File: config.mk
export PLATFORM = sky130hd
export DESIGN_NAME = u409_buffer_sequencer_flat
export DESIGN_NICKNAME = d
export VERILOG_FILES = /design/src/rtl/u409_buffer_sequencer_if.sv /design/src/rtl/u409_buffer_sequencer.sv /design/src/flat_wrapper.sv
export SDC_FILE = /design/constraint.sdc
export NUM_CORES = 1
export LEC_CHECK = 0
export ABC_AREA = 0
export ABC_CLOCK_PERIOD_IN_PS = 3970
export BUFFER_PORTS_ARGS = -buffer_cell sky130_fd_sc_hd__buf_2
export CELL_PAD_IN_SITES_DETAIL_PLACEMENT = 1
export CELL_PAD_IN_SITES_GLOBAL_PLACEMENT = 2
export CORE_MARGIN = 4
export CORE_UTILIZATION = 40
export DETAILED_ROUTE_END_ITERATION = 16
export PLACE_DENSITY = 0.94
export SYNTH_ARGS = -nofsm -noshare
export SYNTH_HDL_FRONTEND = slang
export SYNTH_SLANG_ARGS = --single-unit
File: constraint.sdc
create_clock -name CLK40 -period 3.97 [get_ports CLK40]
set_input_delay 0.1985 -clock CLK40 [delete_from_list [all_inputs] [get_ports CLK40]]
set_output_delay 0.1985 -clock CLK40 [all_outputs]
set_load 0.005 [all_outputs]
File: src/rtl/u409_buffer_sequencer_if.sv
// U409 buffer sequencer bundle: 68040 cycle
// control toward the block, buffer control out.
interface u409_buffer_sequencer_if;
  logic       TSn;
  logic       RnW;
  logic [1:0] SIZ;
  logic       LV_SPACE;
  logic       TAn;
  logic       TEAn;
  logic       BUFENn;
  logic       BUFDIR;
  logic       BUF_RDY;
  logic       BUS_TIMEOUT;

  modport master (
    output TSn, RnW, SIZ, LV_SPACE,
    output TAn, TEAn,
    input  BUFENn, BUFDIR,
    input  BUF_RDY, BUS_TIMEOUT
  );

  modport slave (
    input  TSn, RnW, SIZ, LV_SPACE,
    input  TAn, TEAn,
    output BUFENn, BUFDIR,
    output BUF_RDY, BUS_TIMEOUT
  );
endinterface

File: src/rtl/u409_buffer_sequencer.sv
// LVTTL data buffer (U802/U803) sequencer:
// settle, beat count, turnaround, timeout.
module u409_buffer_sequencer #(
  parameter int unsigned SETTLE_CYCLES = 1,
  parameter int unsigned TURN_CYCLES   = 2,
  parameter int unsigned TIMEOUT       = 255
) (
  input logic CLK40,
  input logic RESETn,
  u409_buffer_sequencer_if.slave bus
);
  typedef enum logic [2:0] {
    IDLE, SETTLE, ACTIVE, TTL, TURN
  } state_t;

  localparam logic [2:0] SET_LAST =
    3'(SETTLE_CYCLES - 1);
  localparam logic [2:0] TURN_LAST =
    3'(TURN_CYCLES - 1);
  localparam logic [7:0] TMO_LAST =
    8'(TIMEOUT - 1);

  state_t     state, state_nx;
  logic [2:0] dly, dly_nx;
  logic [2:0] beat, beat_nx;
  logic [2:0] tgt, tgt_nx;
  logic [7:0] tmo, tmo_nx;
  logic       pend, pend_nx;
  logic       p_rnw, p_rnw_nx;
  logic       p_line, p_line_nx;
  logic       p_lv, p_lv_nx;
  logic       dir, dir_nx;
  logic       to_nx;
  logic       en_reg, rdy_reg, to_reg;

  logic ts, ta, tea, tmo_hit;
  logic launch, l_rnw, l_line, l_lv;

  assign ts      = ~bus.TSn;
  assign ta      = ~bus.TAn;
  assign tea     = ~bus.TEAn;
  assign tmo_hit = (tmo == TMO_LAST);

  assign bus.BUFENn      = en_reg;
  assign bus.BUFDIR      = dir;
  assign bus.BUF_RDY     = rdy_reg;
  assign bus.BUS_TIMEOUT = to_reg;

  always_comb begin
    state_nx  = state;
    dly_nx    = dly;
    beat_nx   = beat;
    tgt_nx    = tgt;
    tmo_nx    = (tmo == 8'hFF) ? tmo
                               : tmo + 8'd1;
    pend_nx   = pend;
    p_rnw_nx  = p_rnw;
    p_line_nx = p_line;
    p_lv_nx   = p_lv;
    dir_nx    = dir;
    to_nx     = 1'b0;
    launch    = 1'b0;
    l_rnw     = bus.RnW;
    l_line    = (bus.SIZ == 2'b11);
    l_lv      = bus.LV_SPACE;

    unique case (state)
      IDLE: begin
        if (ts) launch = 1'b1;
      end
      SETTLE: begin
        if (tmo_hit) begin
          to_nx    = 1'b1;
          state_nx = TURN;
          dly_nx   = '0;
        end else if (dly == SET_LAST) begin
          state_nx = ACTIVE;
          dly_nx   = '0;
        end else begin
          dly_nx = dly + 3'd1;
        end
      end
      ACTIVE: begin
        // error ack wins over a same-cycle TA
        if (tea) begin
          state_nx = TURN;
        end else if (ta &&
                     beat + 3'd1 == tgt) begin
          state_nx = TURN;
        end else if (tmo_hit) begin
          to_nx    = 1'b1;
          state_nx = TURN;
        end else if (ta) begin
          beat_nx = beat + 3'd1;
        end
        dly_nx = '0;
      end
      TTL: begin
        if (ta || tea) begin
          state_nx = IDLE;
        end else if (tmo_hit) begin
          to_nx    = 1'b1;
          state_nx = IDLE;
        end
      end
      TURN: begin
        if (dly == TURN_LAST) begin
          dly_nx = '0;
          if (pend) begin
            launch  = 1'b1;
            l_rnw   = p_rnw;
            l_line  = p_line;
            l_lv    = p_lv;
            pend_nx = 1'b0;
          end else if (ts) begin
            launch = 1'b1;
          end else begin
            state_nx = IDLE;
          end
        end else begin
          dly_nx = dly + 3'd1;
          if (ts && !pend) begin
            pend_nx   = 1'b1;
            p_rnw_nx  = bus.RnW;
            p_line_nx = (bus.SIZ == 2'b11);
            p_lv_nx   = bus.LV_SPACE;
          end
        end
      end
      default: state_nx = IDLE;
    endcase

    // direction only moves while disabled
    if (launch) begin
      tmo_nx  = '0;
      beat_nx = '0;
      dly_nx  = '0;
      tgt_nx  = l_line ? 3'd4 : 3'd1;
      if (l_lv) begin
        state_nx = SETTLE;
        dir_nx   = l_rnw;
      end else begin
        state_nx = TTL;
      end
    end
  end

  always_ff @(posedge CLK40 or negedge RESETn) begin
    if (!RESETn) begin
      state   <= IDLE;
      dly     <= '0;
      beat    <= '0;
      tgt     <= 3'd1;
      tmo     <= '0;
      pend    <= 1'b0;
      p_rnw   <= 1'b1;
      p_line  <= 1'b0;
      p_lv    <= 1'b0;
      dir     <= 1'b1;
      en_reg  <= 1'b1;
      rdy_reg <= 1'b0;
      to_reg  <= 1'b0;
    end else begin
      state   <= state_nx;
      dly     <= dly_nx;
      beat    <= beat_nx;
      tgt     <= tgt_nx;
      tmo     <= tmo_nx;
      pend    <= pend_nx;
      p_rnw   <= p_rnw_nx;
      p_line  <= p_line_nx;
      p_lv    <= p_lv_nx;
      dir     <= dir_nx;
      en_reg  <= !(state_nx == SETTLE ||
                   state_nx == ACTIVE);
      rdy_reg <= (state_nx == ACTIVE);
      to_reg  <= to_nx;
    end
  end
endmodule

File: src/flat_wrapper.sv
// flat-port wrapper written by rule: the top's interface ports become plain ports
module u409_buffer_sequencer_flat 
#(
  parameter int unsigned SETTLE_CYCLES = 1,
  parameter int unsigned TURN_CYCLES   = 2,
  parameter int unsigned TIMEOUT       = 255
)
  (CLK40, RESETn, bus_TSn, bus_RnW, bus_SIZ, bus_LV_SPACE, bus_TAn, bus_TEAn, bus_BUFENn, bus_BUFDIR, bus_BUF_RDY, bus_BUS_TIMEOUT);
  u409_buffer_sequencer_if bus_i ();
  input logic CLK40;
  input logic RESETn;
  input wire logic [$bits(bus_i.TSn)-1:0] bus_TSn;
  input wire logic [$bits(bus_i.RnW)-1:0] bus_RnW;
  input wire logic [$bits(bus_i.SIZ)-1:0] bus_SIZ;
  input wire logic [$bits(bus_i.LV_SPACE)-1:0] bus_LV_SPACE;
  input wire logic [$bits(bus_i.TAn)-1:0] bus_TAn;
  input wire logic [$bits(bus_i.TEAn)-1:0] bus_TEAn;
  output wire logic [$bits(bus_i.BUFENn)-1:0] bus_BUFENn;
  output wire logic [$bits(bus_i.BUFDIR)-1:0] bus_BUFDIR;
  output wire logic [$bits(bus_i.BUF_RDY)-1:0] bus_BUF_RDY;
  output wire logic [$bits(bus_i.BUS_TIMEOUT)-1:0] bus_BUS_TIMEOUT;
  assign bus_i.TSn = bus_TSn;
  assign bus_i.RnW = bus_RnW;
  assign bus_i.SIZ = bus_SIZ;
  assign bus_i.LV_SPACE = bus_LV_SPACE;
  assign bus_i.TAn = bus_TAn;
  assign bus_i.TEAn = bus_TEAn;
  assign bus_BUFENn = bus_i.BUFENn;
  assign bus_BUFDIR = bus_i.BUFDIR;
  assign bus_BUF_RDY = bus_i.BUF_RDY;
  assign bus_BUS_TIMEOUT = bus_i.BUS_TIMEOUT;
  u409_buffer_sequencer #(.SETTLE_CYCLES(SETTLE_CYCLES), .TURN_CYCLES(TURN_CYCLES), .TIMEOUT(TIMEOUT)) u_core (.CLK40(CLK40), .RESETn(RESETn), .bus(bus_i));
endmodule
==> results of run 1 <==
-- registers in the layout, indices dropped and copies added (netlist names) --
signal / count
u_core.p_lv: 1
u_core.bus.BUFDIR: 1
u_core.p_line: 1
u_core.p_rnw: 1
u_core.state: 3
u_core.pend: 1
u_core.beat: 3
u_core.tmo: 8
u_core.bus.BUS_TIMEOUT: 1
u_core.bus.BUF_RDY: 1
u_core.dly: 3
u_core.bus.BUFENn: 1
u_core.tgt: 2
-- cell type report --
cell class | instances | area, sq um
Tap cell | 48 | 60.1
Clock inverter | 1 | 7.51
Clock buffer | 3 | 41.3
Fill cell | 424 | 2000
Sequential cell | 27 | 681
Multi-Input combinational cell | 117 | 806
Inverter | 6 | 22.5
Timing Repair Buffer | 13 | 70.1
-- kinds of logic after synthesis --
kind of cell | Yosys count | share of synthesized area (%)
compound gates | 35 | 16.2
xor+xnor | 7 | 5.03
flops | 27 | 44.2
fa+ha+maj | 6 | 4.87
mux | 6 | 4.14
simple gates | 63 | 22.1
buf+inv | 14 | 3.57
-- repair_timing --
action / in CTS / in global routing
hold buffers: 1 / 0
gates resized for setup: 0 / 0
hold endpoints to repair: 23 / 0
-- per-stage QoR --
stage / hold slack (ns) / worst slack (ns)
5_1_grt: 0.163 / 1.65
6_report: 0.156 / 1.75
2_1_floorplan: -0.0971 / 1.90
3_3_place_gp: 0.238 / 1.87
3_5_place_dp: 0.250 / 1.76
4_1_cts: 0.156 / 1.74
-- layer usage --
| layer | GRT usage, % | vias up |
|---|---|---|
| li1 | - | 584 |
| met1 | 18.6 | 606 |
| met2 | 27.7 | 32 |
| met3 | 3.17 | 11 |
| met4 | 6.81 | 0 |
| met5 | 0 | - |
-- synth_stat cells, types with 2 or more instances --
cell	count
mux2i_1	3
and3_1	4
o21ai_0	6
nand2_1	18
o211ai_1	2
nor3b_1	2
a211oi_1	3
o31ai_1	2
inv_1	6
clkbuf_1	6
nand3_1	4
nor2_1	11
nor2b_1	3
a31oi_1	4
nand3b_1	2
nand2b_1	2
mux2_2	3
xor2_1	3
xnor2_1	3
dfrtp_1	23
nor4b_1	2
and4_1	2
ha_1	6
nor3_1	4
dfstp_2	4
and2_1	4
a21oi_1	6
-- worst max path at each step --
stage	slack [ns]	from	cells after the start	to
after detailed placement	1.76	u_core.beat[0]	6	u_core.beat[2]
final	1.75	u_core.beat[0]	6	u_core.beat[2]
after global routing	1.65	u_core.beat[0]	6	u_core.beat[2]
after CTS	1.74	u_core.beat[0]	6	u_core.beat[2]
after floorplan	1.90	u_core.beat[0]	7	u_core.beat[2]
after global placement	1.87	u_core.beat[0]	6	u_core.beat[2]
-- where the power goes --
group	internal (mW)	total, mW	switching (mW)	leakage (nW)
sequential	0.370	0.476	0.106	0.347
combinational	0.163	0.380	0.218	0.384
clock	0.0715	0.166	0.0944	0.0217
==> out/metrics.yaml, run 1 <==
port_buffers: 12
firstDrtPassIters: 4
dpl.cell_count: 210
ys_seq_elements: 27
fin_skew_ns: 0.00550
min-delay-start: "bus_RnW"
dp_hpwl_microns: 2750
rr_endpoint: "u_core.beat[2]"
synth_ff_type: "dfrtp_1"
root_buffer: "clkbuf_8"
worst_pin_slew_ns: 0.612
routed-wl-met3_microns: 155
clk_pin_slew_ns: 0.10
peakVddDrop_v: 0.000236
yosys.area.top_type: "dfrtp_1"
die-area_sq_mm: 0.00491
path_buf_inv: 0
drc: 0
rows: 22
netlist_area_sq_mm: 0.00154
vias: 1233
synthToLayoutAreaGrowth_pct: 9.50
die_w_microns: 70.1
place_congestion: 0.867
wl_met1_microns: 1540
rsz0062_at_grt: "no"
crit_fanout: 4
overflow: 0
avgSynthCellArea_sq_um: 9.76
crit_type: "reg2reg"
crit_family: "simple AND/OR/NAND/NOR gates"
crit_path_start_kind: "flop"
ant_nets: 0
r2r_slack_ns: 1.75
p_per_area_mw_per_mm2: 605
synth_top_cells_by_area: "dfrtp_1 37%, dfstp_2 6.8%, ha_1 4.9%"
wirelength_microns: 3650
ff2ff_path_depth: 6
finalNonFillerCells: 215
setup-tns-final_ns: 0
cts_tree: "yes"
synth_async_sr_flop_share_pct: 100
hold_depth: 2
hold_end: "u_core.p_rnw"
power_mw: 1.02
cp-end-kind: "flop"
fmax_mhz: 450
status: "completed"
synth_cells: 158
postLayoutCellArea_sq_mm: 0.00169
synth_top_area_share_pct: 37.3
final_core_util_pct: 45.8
final_nets: 183
ys_warn_count: 0
cts.sinks: 27
synth_edf_count: 0
slew_violations: 0
cts_max_path_buffers: 2
h-tree-depth: 1
track_usage_pct: 15.8
placed_cell_area_sq_mm: 0.00163
critPathSlowestCell: "or4b_1"
numCtsBuffers: 3
slowest_delay_ns: 0.61
hold_path.class: "in2reg"
cp.required_ns: 4.14
layout_common_cells: "23 x dfrtp_1, 18 x nand2_1, 12 x buf_2, 11 x nor2_1"
start_util_pct: 41.8
wl_per_cell_microns: 17.0
post_cts.repair.setup_buffers: 0
synth_nets: 173
reg2reg_from: "u_core.beat[0]"
worst_ep_arrival_time_ns: 2.39
yosysSeqAreaShare_pct: 44.2
period_needed_ns: 2.22
clk_latency_ns: 0.28
grt_max_degree: 28
p_leak_nw: 0.753
antennaDiodeCount: 0
final_common_cell: "dfrtp_1"
path_cells: "ha_1, xor3_2, o41ai_2, or4b_1, o211ai_1, o31ai_1"
max_slew_margin_pct: 59.2
topRoutingLayerUsed: "met4"
grt_pass1_wl_microns: 6240
dr_wl_met2_microns: 1880
drt_iter0_markers: 47
min_period_over_period_pct: 55.9
viasPerCell: 5.73
synth.distinct_cells: 47
maxCapViolCount: 0
die_h_microns: 70.1
first_global_vias: 1376
final_layout_size_suffix_gt1_share_pct: 15.6
setup_viol: 0
finalHoldViolCount: 0
antenna_found_initial: 0
io_pins: 13
core-area_sq_mm: 0.00369
(Power assumes the default switching activity.)
==> run 2, diff against run 1 <==
--- a/config.mk
+++ b/config.mk
@@ -5,15 +5,15 @@
 export SDC_FILE = /design/constraint.sdc
 export NUM_CORES = 1
 export LEC_CHECK = 0
-export ABC_AREA = 0
-export ABC_CLOCK_PERIOD_IN_PS = 3970
+export ABC_AREA = 1
+export ABC_CLOCK_PERIOD_IN_PS = 1900
 export BUFFER_PORTS_ARGS = -buffer_cell sky130_fd_sc_hd__buf_2
 export CELL_PAD_IN_SITES_DETAIL_PLACEMENT = 1
 export CELL_PAD_IN_SITES_GLOBAL_PLACEMENT = 2
 export CORE_MARGIN = 4
-export CORE_UTILIZATION = 40
+export CORE_UTILIZATION = 31
 export DETAILED_ROUTE_END_ITERATION = 16
-export PLACE_DENSITY = 0.94
+export PLACE_DENSITY = 0.85
 export SYNTH_ARGS = -nofsm -noshare
 export SYNTH_HDL_FRONTEND = slang
 export SYNTH_SLANG_ARGS = --single-unit
==> constraint.sdc (replaced) <==
create_clock -name CLK40 -period 1.9 [get_ports CLK40]
set_input_delay 0.095 -clock CLK40 [delete_from_list [all_inputs] [get_ports CLK40]]
set_output_delay 0.095 -clock CLK40 [all_outputs]
set_load 0.005 [all_outputs]
==> run 2 against run 1 <==
First-iteration DRC count rose by 68%. Via count rose by 10%. Global-route usage fell by 2.1 points. Combinational power rose to 2.6 times the previous value. Register-to-register slack got worse by 1.5 ns. Clock power rose by 110%. Routed wire length rose by 4.3%. Critical path depth rose by 2. Cell area rose by 5.7%. Critical path type unchanged. Critical endpoint is now u_core.bus.BUFENn. Largest cell class unchanged.
==> out/metrics.yaml, run 2 <==
period_needed_ns: 1.66  # -0.559 ns
critPathSlowestCell: "dfrtp_1"
clk_latency_ns: 0.27  # about the same
cts_max_path_buffers: 2  # unchanged
cp-end-kind: "flop"
grt_pass1_wl_microns: 6840  # +9.6%
status: "completed"
die-area_sq_mm: 0.00629  # +28%
core-area_sq_mm: 0.00482  # +31%
max_slew_margin_pct: 56.9  # -2.3 points
final_nets: 239  # +31%
internal-power_mw: 1.29  # +110%
dpl.cell_count: 285  # +36%
worst_ep_arrival_time_ns: 1.86  # -0.53 ns
drt_iter0_markers: 79  # +68%
viasPerCell: 4.69  # -18%
die_h_microns: 79.3  # +13%
crit_type: "reg2reg"
layout_common_cells: "42 x nand2_1, 29 x inv_1, 23 x dfrtp_1, 22 x nor2_1, 13 x o21ai_0"
fin_skew_ns: 0.00264  # -0.00286 ns
ys_seq_elements: 27  # unchanged
finalHoldViolCount: 0  # unchanged
min_period_over_period_pct: 87.4  # +31 points
use_met2_pct: 21.0  # -6.7 points
postLayoutCellArea_sq_mm: 0.00178  # +5.7%
synth_top_area_share_pct: 36.5  # -0.80 points
setup-tns-final_ns: 0  # unchanged
synth_ff_type: "dfrtp_1"
synth_async_sr_flop_share_pct: 100  # unchanged
overflow: 0  # unchanged
io_pins: 13  # unchanged
post_cts.repair.setup_buffers: 0  # unchanged
cts_tree: "yes"
globalRoute.busiestLayer: "met2"
swShare_pct: 43.6  # +2.7 points
fmax_mhz: 602  # +34%
fillCellCount: 638  # +50%
synth_edf_count: 0  # unchanged
first_global_vias: 1481  # +7.6%
synth_top_cells_by_area: "dfrtp_1 37%, nand2_1 10%, inv_1 6.9%"
h-tree-depth: 1  # unchanged
wirelength_microns: 3810  # +4.3%
worstSetupEndpoint: "u_core.bus.BUFENn"
ff2ff_path_depth: 8  # +2
antennaDiodeCount: 0  # unchanged
ant_nets: 0  # unchanged
synth_cells: 206  # +30%
top_register: "u_core.tmo"
root_buffer: "clkbuf_8"
rsz0062_at_grt: "no"
peakVddDrop_v: 0.000499  # +110%
cp.required_ns: 2.10  # -2.04 ns
rows: 25  # +14%
antenna_found_initial: 0  # unchanged
synth_nets: 221  # +28%
netlist_top_cells_count: "42 x nand2_1, 29 x inv_1, 23 x dfrtp_1"
yosys.area.top_type: "dfrtp_1"
largest_register_ffs: 8  # unchanged
switching_power_mw: 0.998  # +140%
drc: 0  # unchanged
met1_usage_pct: 19.8  # +1.2 points
hold_path.class: "in2reg"
synthToLayoutAreaGrowth_pct: 13.3
rr_endpoint: "u_core.bus.BUFENn"
die_w_microns: 79.3  # +13%
avgSynthCellArea_sq_um: 7.65  # -22%
final_layout_size_suffix_gt1_share_pct: 17.0  # +1.5 points
track_usage_pct: 13.7  # -2.1 points
final_common_cell: "nand2_1"
synth.distinct_cells: 28  # -40%
netlist_area_sq_mm: 0.00158  # +2.2%
numCtsBuffers: 3  # unchanged
grt_max_degree: 28  # unchanged
p_per_area_mw_per_mm2: 1280  # +110%
worst_pin_slew_ns: 0.647  # +0.0350 ns
pwr-share-seq_pct: 41.6  # -4.9 points
cts.sinks: 27  # unchanged
path_buf_inv: 0  # unchanged
post-place-ws_ns: 0.0988  # -1.66 ns
r2r_slack_ns: 0.24  # -1.51 ns
reg2reg_from: "u_core.beat[0]"
worst-path-stages: 8  # +2
yosysSeqAreaShare_pct: 43.2  # -0.95 points
crit_path_start_kind: "flop"
start_util_pct: 32.7  # -9.1 points
place_congestion: 0.801  # -7.5%
power_mw: 2.29  # +120%
p_leak_nw: 0.892  # +19%
clk_pin_slew_ns: 0.10  # about the same
path_cells: "ha_1, nor2_1, nand2_1, nor2_1, nand3_1, nand4_1, nand2_1, a31oi_1"
slowest_delay_ns: 0.43  # -0.18 ns
firstDrtPassIters: 4  # unchanged
pwr-share-comb_pct: 43.5  # +6.3 points
synth.most_common_cell: "nand2_1"
crit_family: "simple AND/OR/NAND/NOR gates"
maxCapViolCount: 0  # unchanged
dp_hpwl_microns: 2920  # +5.9%
ys_warn_count: 0  # unchanged
gr-usage-met3_pct: 1.81  # -1.4 points
crit_fanout: 4  # unchanged
vias: 1361  # +10%
wl_per_cell_microns: 13.1  # -23%
crit_start: "u_core.beat[0]"
clock_power_share_pct: 14.9  # -1.3 points
setup_viol: 0  # unchanged
slew_violations: 0  # unchanged
finalNonFillerCells: 290  # +35%
placed_cell_area_sq_mm: 0.00172  # +5.7%
port_buffers: 12  # unchanged
timing.final.ws_setup_ns: 0.239  # -1.51 ns
## run 2: changes by cell type after synthesis, moves of 7 or more
cell and change:
nand2_1 +24, inv_1 +23, nor2_1 +11, nand3_1 +8, o21ai_0 +7
## run 2: logic make-up (layout without fill, tap and decap cells)
group | count (synthesis) | in the layout | synth area share [%]
and+or+nand+nor | 101 | 101 | 30.3
adders and majority gates | 6 | 6 | 4.77
AOI/OAI and AO/OA | 33 | 33 | 11.4
DFF | 27 | 27 | 43.2
buffers and inverters | 37 | 54 | 9.21
xor gates and xnor gates | 2 | 2 | 1.11
## run 2: per-layer routing
layer	wire (microns)	part of all wire, %	vias up
met4	59	1.5	0
met3	74	1.9	6
met5	0	0	-
li1	-	-	699
met1	2010	53	639
met2	1660	44	17
## run 2: worst min-delay path, cell delays in order
cell and delay (ns):
buf_2 0.10, nor2_1 0.09, a21oi_1 0.05
## run 2: final cells by class
type,instances,area [sq um],area share (%)
Clock buffer,4,45.0,2.52
Sequential cell,27,681,38.1
Timing Repair Buffer,15,85.1,4.77
Multi-Input combinational cell,142,754,42.3
Inverter,35,135,7.57
Tap cell,67,83.8,4.70
## run 2: repair_timing
item,CTS,global route
endpoints found under the setup margin,0,8
hold buffers,1,0
gates resized for setup,0,3
hold endpoints to repair,23,0
## run 2: power by group through the flow
| stage | Sequential [mW] | Combinational, mW | Clock, mW |
|---|---|---|---|
| after floorplan | 0.923 | 0.743 | 0 |
| after global placement | 0.961 | 0.978 | 0 |
| after detailed placement | 0.963 | 0.990 | 0 |
| after CTS | 0.953 | 1.00 | 0.353 |
| after global routing | 0.985 | 1.18 | 0.378 |
| final | 0.951 | 0.995 | 0.341 |
## run 2: metrics by stage
stage | util [%] | hold slack (ns)
2_1_floorplan | - | -0.201
3_3_place_gp | 35.7 | 0.151
3_5_place_dp | 35.7 | 0.165
4_1_cts | 36.9 | 0.0572
5_1_grt | 37.0 | 0.0823
6_report | 37.0 | 0.0588
## run 2: worst min path at each step
stage             from        endpoint  slack, ns  cells past startpoint
4_1_cts        bus_RnW    u_core.p_rnw       0.06                      3
5_1_grt        bus_RnW    u_core.p_rnw       0.08                      3
6_report       bus_RnW    u_core.p_rnw       0.06                      3
2_1_floorplan   RESETn  u_core.beat[0]      -0.20                      0
3_5_place_dp    RESETn   u_core.dly[2]       0.16                      1
3_3_place_gp    RESETn   u_core.dly[2]       0.15                      1
==> run 3, diff against run 2 <==
--- a/config.mk
+++ b/config.mk
@@ -12,6 +12,7 @@
 export CELL_PAD_IN_SITES_GLOBAL_PLACEMENT = 2
 export CORE_MARGIN = 4
 export CORE_UTILIZATION = 31
+export CTS_BUF_LIST = sky130_fd_sc_hd__clkbuf_16
 export DETAILED_ROUTE_END_ITERATION = 16
 export PLACE_DENSITY = 0.85
 export SYNTH_ARGS = -nofsm -noshare
==> run 3 against run 2 <==
Combinational power about the same. Largest cell class unchanged. Highest routed layer unchanged. Critical path type unchanged. Cell area up 1.9%. Register-to-register slack about the same. Routed wire length up 2.2%. Clock skew up 0.00062 ns. Die area unchanged.
==> out/metrics.yaml, run 3 (same netlist as run 2, synthesis figures left out) <==
status: "completed"
hold_end: "u_core.p_rnw"
path_cells: "inv_1, ha_1, inv_1, nor2_2, nand2_1, nor2_1, nor2_4, inv_4, nand2_1, a31oi_1"
rsz0062_at_grt: "no"
overflow: 0  # unchanged
p_leak_nw: 0.912  # +2.2%
rr_endpoint: "u_core.bus.BUFENn"
antennaDiodeCount: 0  # unchanged
die_h_microns: 79.3  # unchanged
cp.required_ns: 2.08  # -0.02 ns
die_w_microns: 79.3  # unchanged
fin_skew_ns: 0.00326  # +0.000623 ns
final_layout_size_suffix_gt1_share_pct: 17.0  # unchanged
drt_iter0_markers: 68  # -14%
final_core_util_pct: 37.7  # +0.70 points
cts_tree: "yes"
port_buffers: 12  # unchanged
slew_violations: 0  # unchanged
final_common_cell: "nand2_1"
first_global_vias: 1485  # +0.27%
maxCapViolCount: 0  # unchanged
core-area_sq_mm: 0.00482  # unchanged
cts.sinks: 27  # unchanged
root_buffer: "clkbuf_16"
crit_fanout: 13  # +9
finalHoldViolCount: 0  # unchanged
hold_path.class: "in2reg"
crit_type: "reg2reg"
crit_path_start_kind: "flop"
track_usage_pct: 14.4  # +0.67 points
dp_hpwl_microns: 2920  # unchanged
wl_per_cell_microns: 13.4  # +2.2%
worst_ep_arrival_time_ns: 1.85  # about the same
cp-end-kind: "flop"
wirelength_microns: 3890  # +2.2%
min_period_over_period_pct: 88.0  # +0.61 points
power_mw: 2.44  # +6.7%
min-delay-start: "bus_RnW"
viasPerCell: 4.67  # -0.44%
h-tree-depth: 1  # unchanged
layout_common_cells: "42 x nand2_1, 30 x inv_1, 23 x dfrtp_1, 22 x nor2_1, 13 x o21ai_0"
fillCellCount: 640  # +0.31%
max_slew_margin_pct: 57.0  # +0.082 points
rows: 25  # unchanged
period_needed_ns: 1.67  # +0.0115 ns
largest_register_ffs: 8  # unchanged
p_per_area_mw_per_mm2: 1340  # +4.7%
reg2reg_from: "u_core.dly[1]"
crit_family: "simple AND/OR/NAND/NOR gates"
timing.final.ws_setup_ns: 0.227  # -0.0115 ns
peakVddDrop_v: 0.000525  # +5.2%
final_nets: 239  # unchanged
critPathSlowestCell: "dfrtp_1"
post_cts.repair.setup_buffers: 0  # unchanged
post-place-ws_ns: 0.0988  # unchanged
synthToLayoutAreaGrowth_pct: 15.4
grt_max_degree: 28  # unchanged
firstDrtPassIters: 4  # unchanged
r2r_slack_ns: 0.23  # about the same
top_register: "u_core.tmo"
die-area_sq_mm: 0.00629  # unchanged
clk_pin_slew_ns: 0.07  # -0.03 ns
clk_latency_ns: 0.26  # about the same
path_buf_inv: 3  # +3
io_pins: 13  # unchanged
hold_depth: 3  # unchanged
numCtsBuffers: 3  # unchanged
worst_pin_slew_ns: 0.646  # -0.00124 ns
start_util_pct: 32.7  # unchanged
ff2ff_path_depth: 10  # +2
setup_viol: 0  # unchanged
vias: 1355  # -0.44%
ant_nets: 0  # unchanged
grt_pass1_wl_microns: 6980  # +2.1%
drc: 0  # unchanged
setup-tns-final_ns: 0  # unchanged
antenna_found_initial: 0  # unchanged
fmax_mhz: 598  # -0.69%
cts_max_path_buffers: 2  # unchanged
slowest_delay_ns: 0.40  # -0.03 ns
place_congestion: 0.801  # unchanged
run 3: cell types whose count changed in the layout (fill, tap and decap cells not counted), sizes merged:
cell / before / now
clkbuf: 4 / 3
inv: 33 / 34
run 3: per-layer routing:
metal  routed length (microns)  track usage, %  vias to the layer above
li1                          -               -                      700
met1                      1990            20.1                      636
met2                      1730            21.6                       13
met3                        77            2.15                        6
met4                        92            7.22                        0
met5                         0               0                        -
run 3: through the flow:
step                      instance area, sq um  cells  hold slack, ns
after floorplan                           1580    206          -0.201
final                                     1820    290          0.0781
after CTS                                 1810    290          0.0706
after global placement                    1720    285           0.151
after global routing                      1820    290           0.107
after detailed placement                  1720    285           0.165
run 3: area by class of cell:
| cell class | instances | area, sq um | area share [%] |
|---|---|---|---|
| sequential | 27 | 681 | 37.4 |
| tap | 67 | 83.8 | 4.61 |
| inverter | 35 | 135 | 7.43 |
| multi-input combinational | 142 | 754 | 41.5 |
| clock buffer | 3 | 75.1 | 4.13 |
| clock inverter | 1 | 3.75 | 0.206 |
| timing repair buffer | 15 | 85.1 | 4.68 |
run 3: worst max path at each step:
stage / slack (ns) / depth (start not counted) / end / startpoint
after floorplan: 0.44 / 8 / u_core.beat[0] / u_core.beat[0]
after global placement: 0.19 / 10 / u_core.tgt[2] / u_core.dly[1]
after detailed placement: 0.1 / 9 / u_core.tgt[2] / u_core.dly[0]
after CTS: 0.08 / 9 / u_core.tgt[2] / u_core.dly[0]
after global routing: 0.03 / 11 / u_core.tgt[0] / u_core.dly[1]
final: 0.23 / 10 / u_core.bus.BUFENn / u_core.dly[1]
run 3: power breakdown:
part / total (mW) / switching, mW / internal (mW) / leakage [nW]
Sequential: 0.957 / 0.169 / 0.788 / 0.349
Clock: 0.485 / 0.203 / 0.282 / 0.0423
Combinational: 0.998 / 0.646 / 0.353 / 0.521
run 3: what timing repair did:
action | CTS | global route
hold buffers | 1 | 0
setup endpoints to repair | 0 | 6
endpoints found under the hold margin | 23 | 0
gates resized for setup | 0 | 3
run 3: worst min-delay path: stages:
cell     delay (ns)
buf_2          0.10
nor2_1         0.09
a21oi_1        0.05
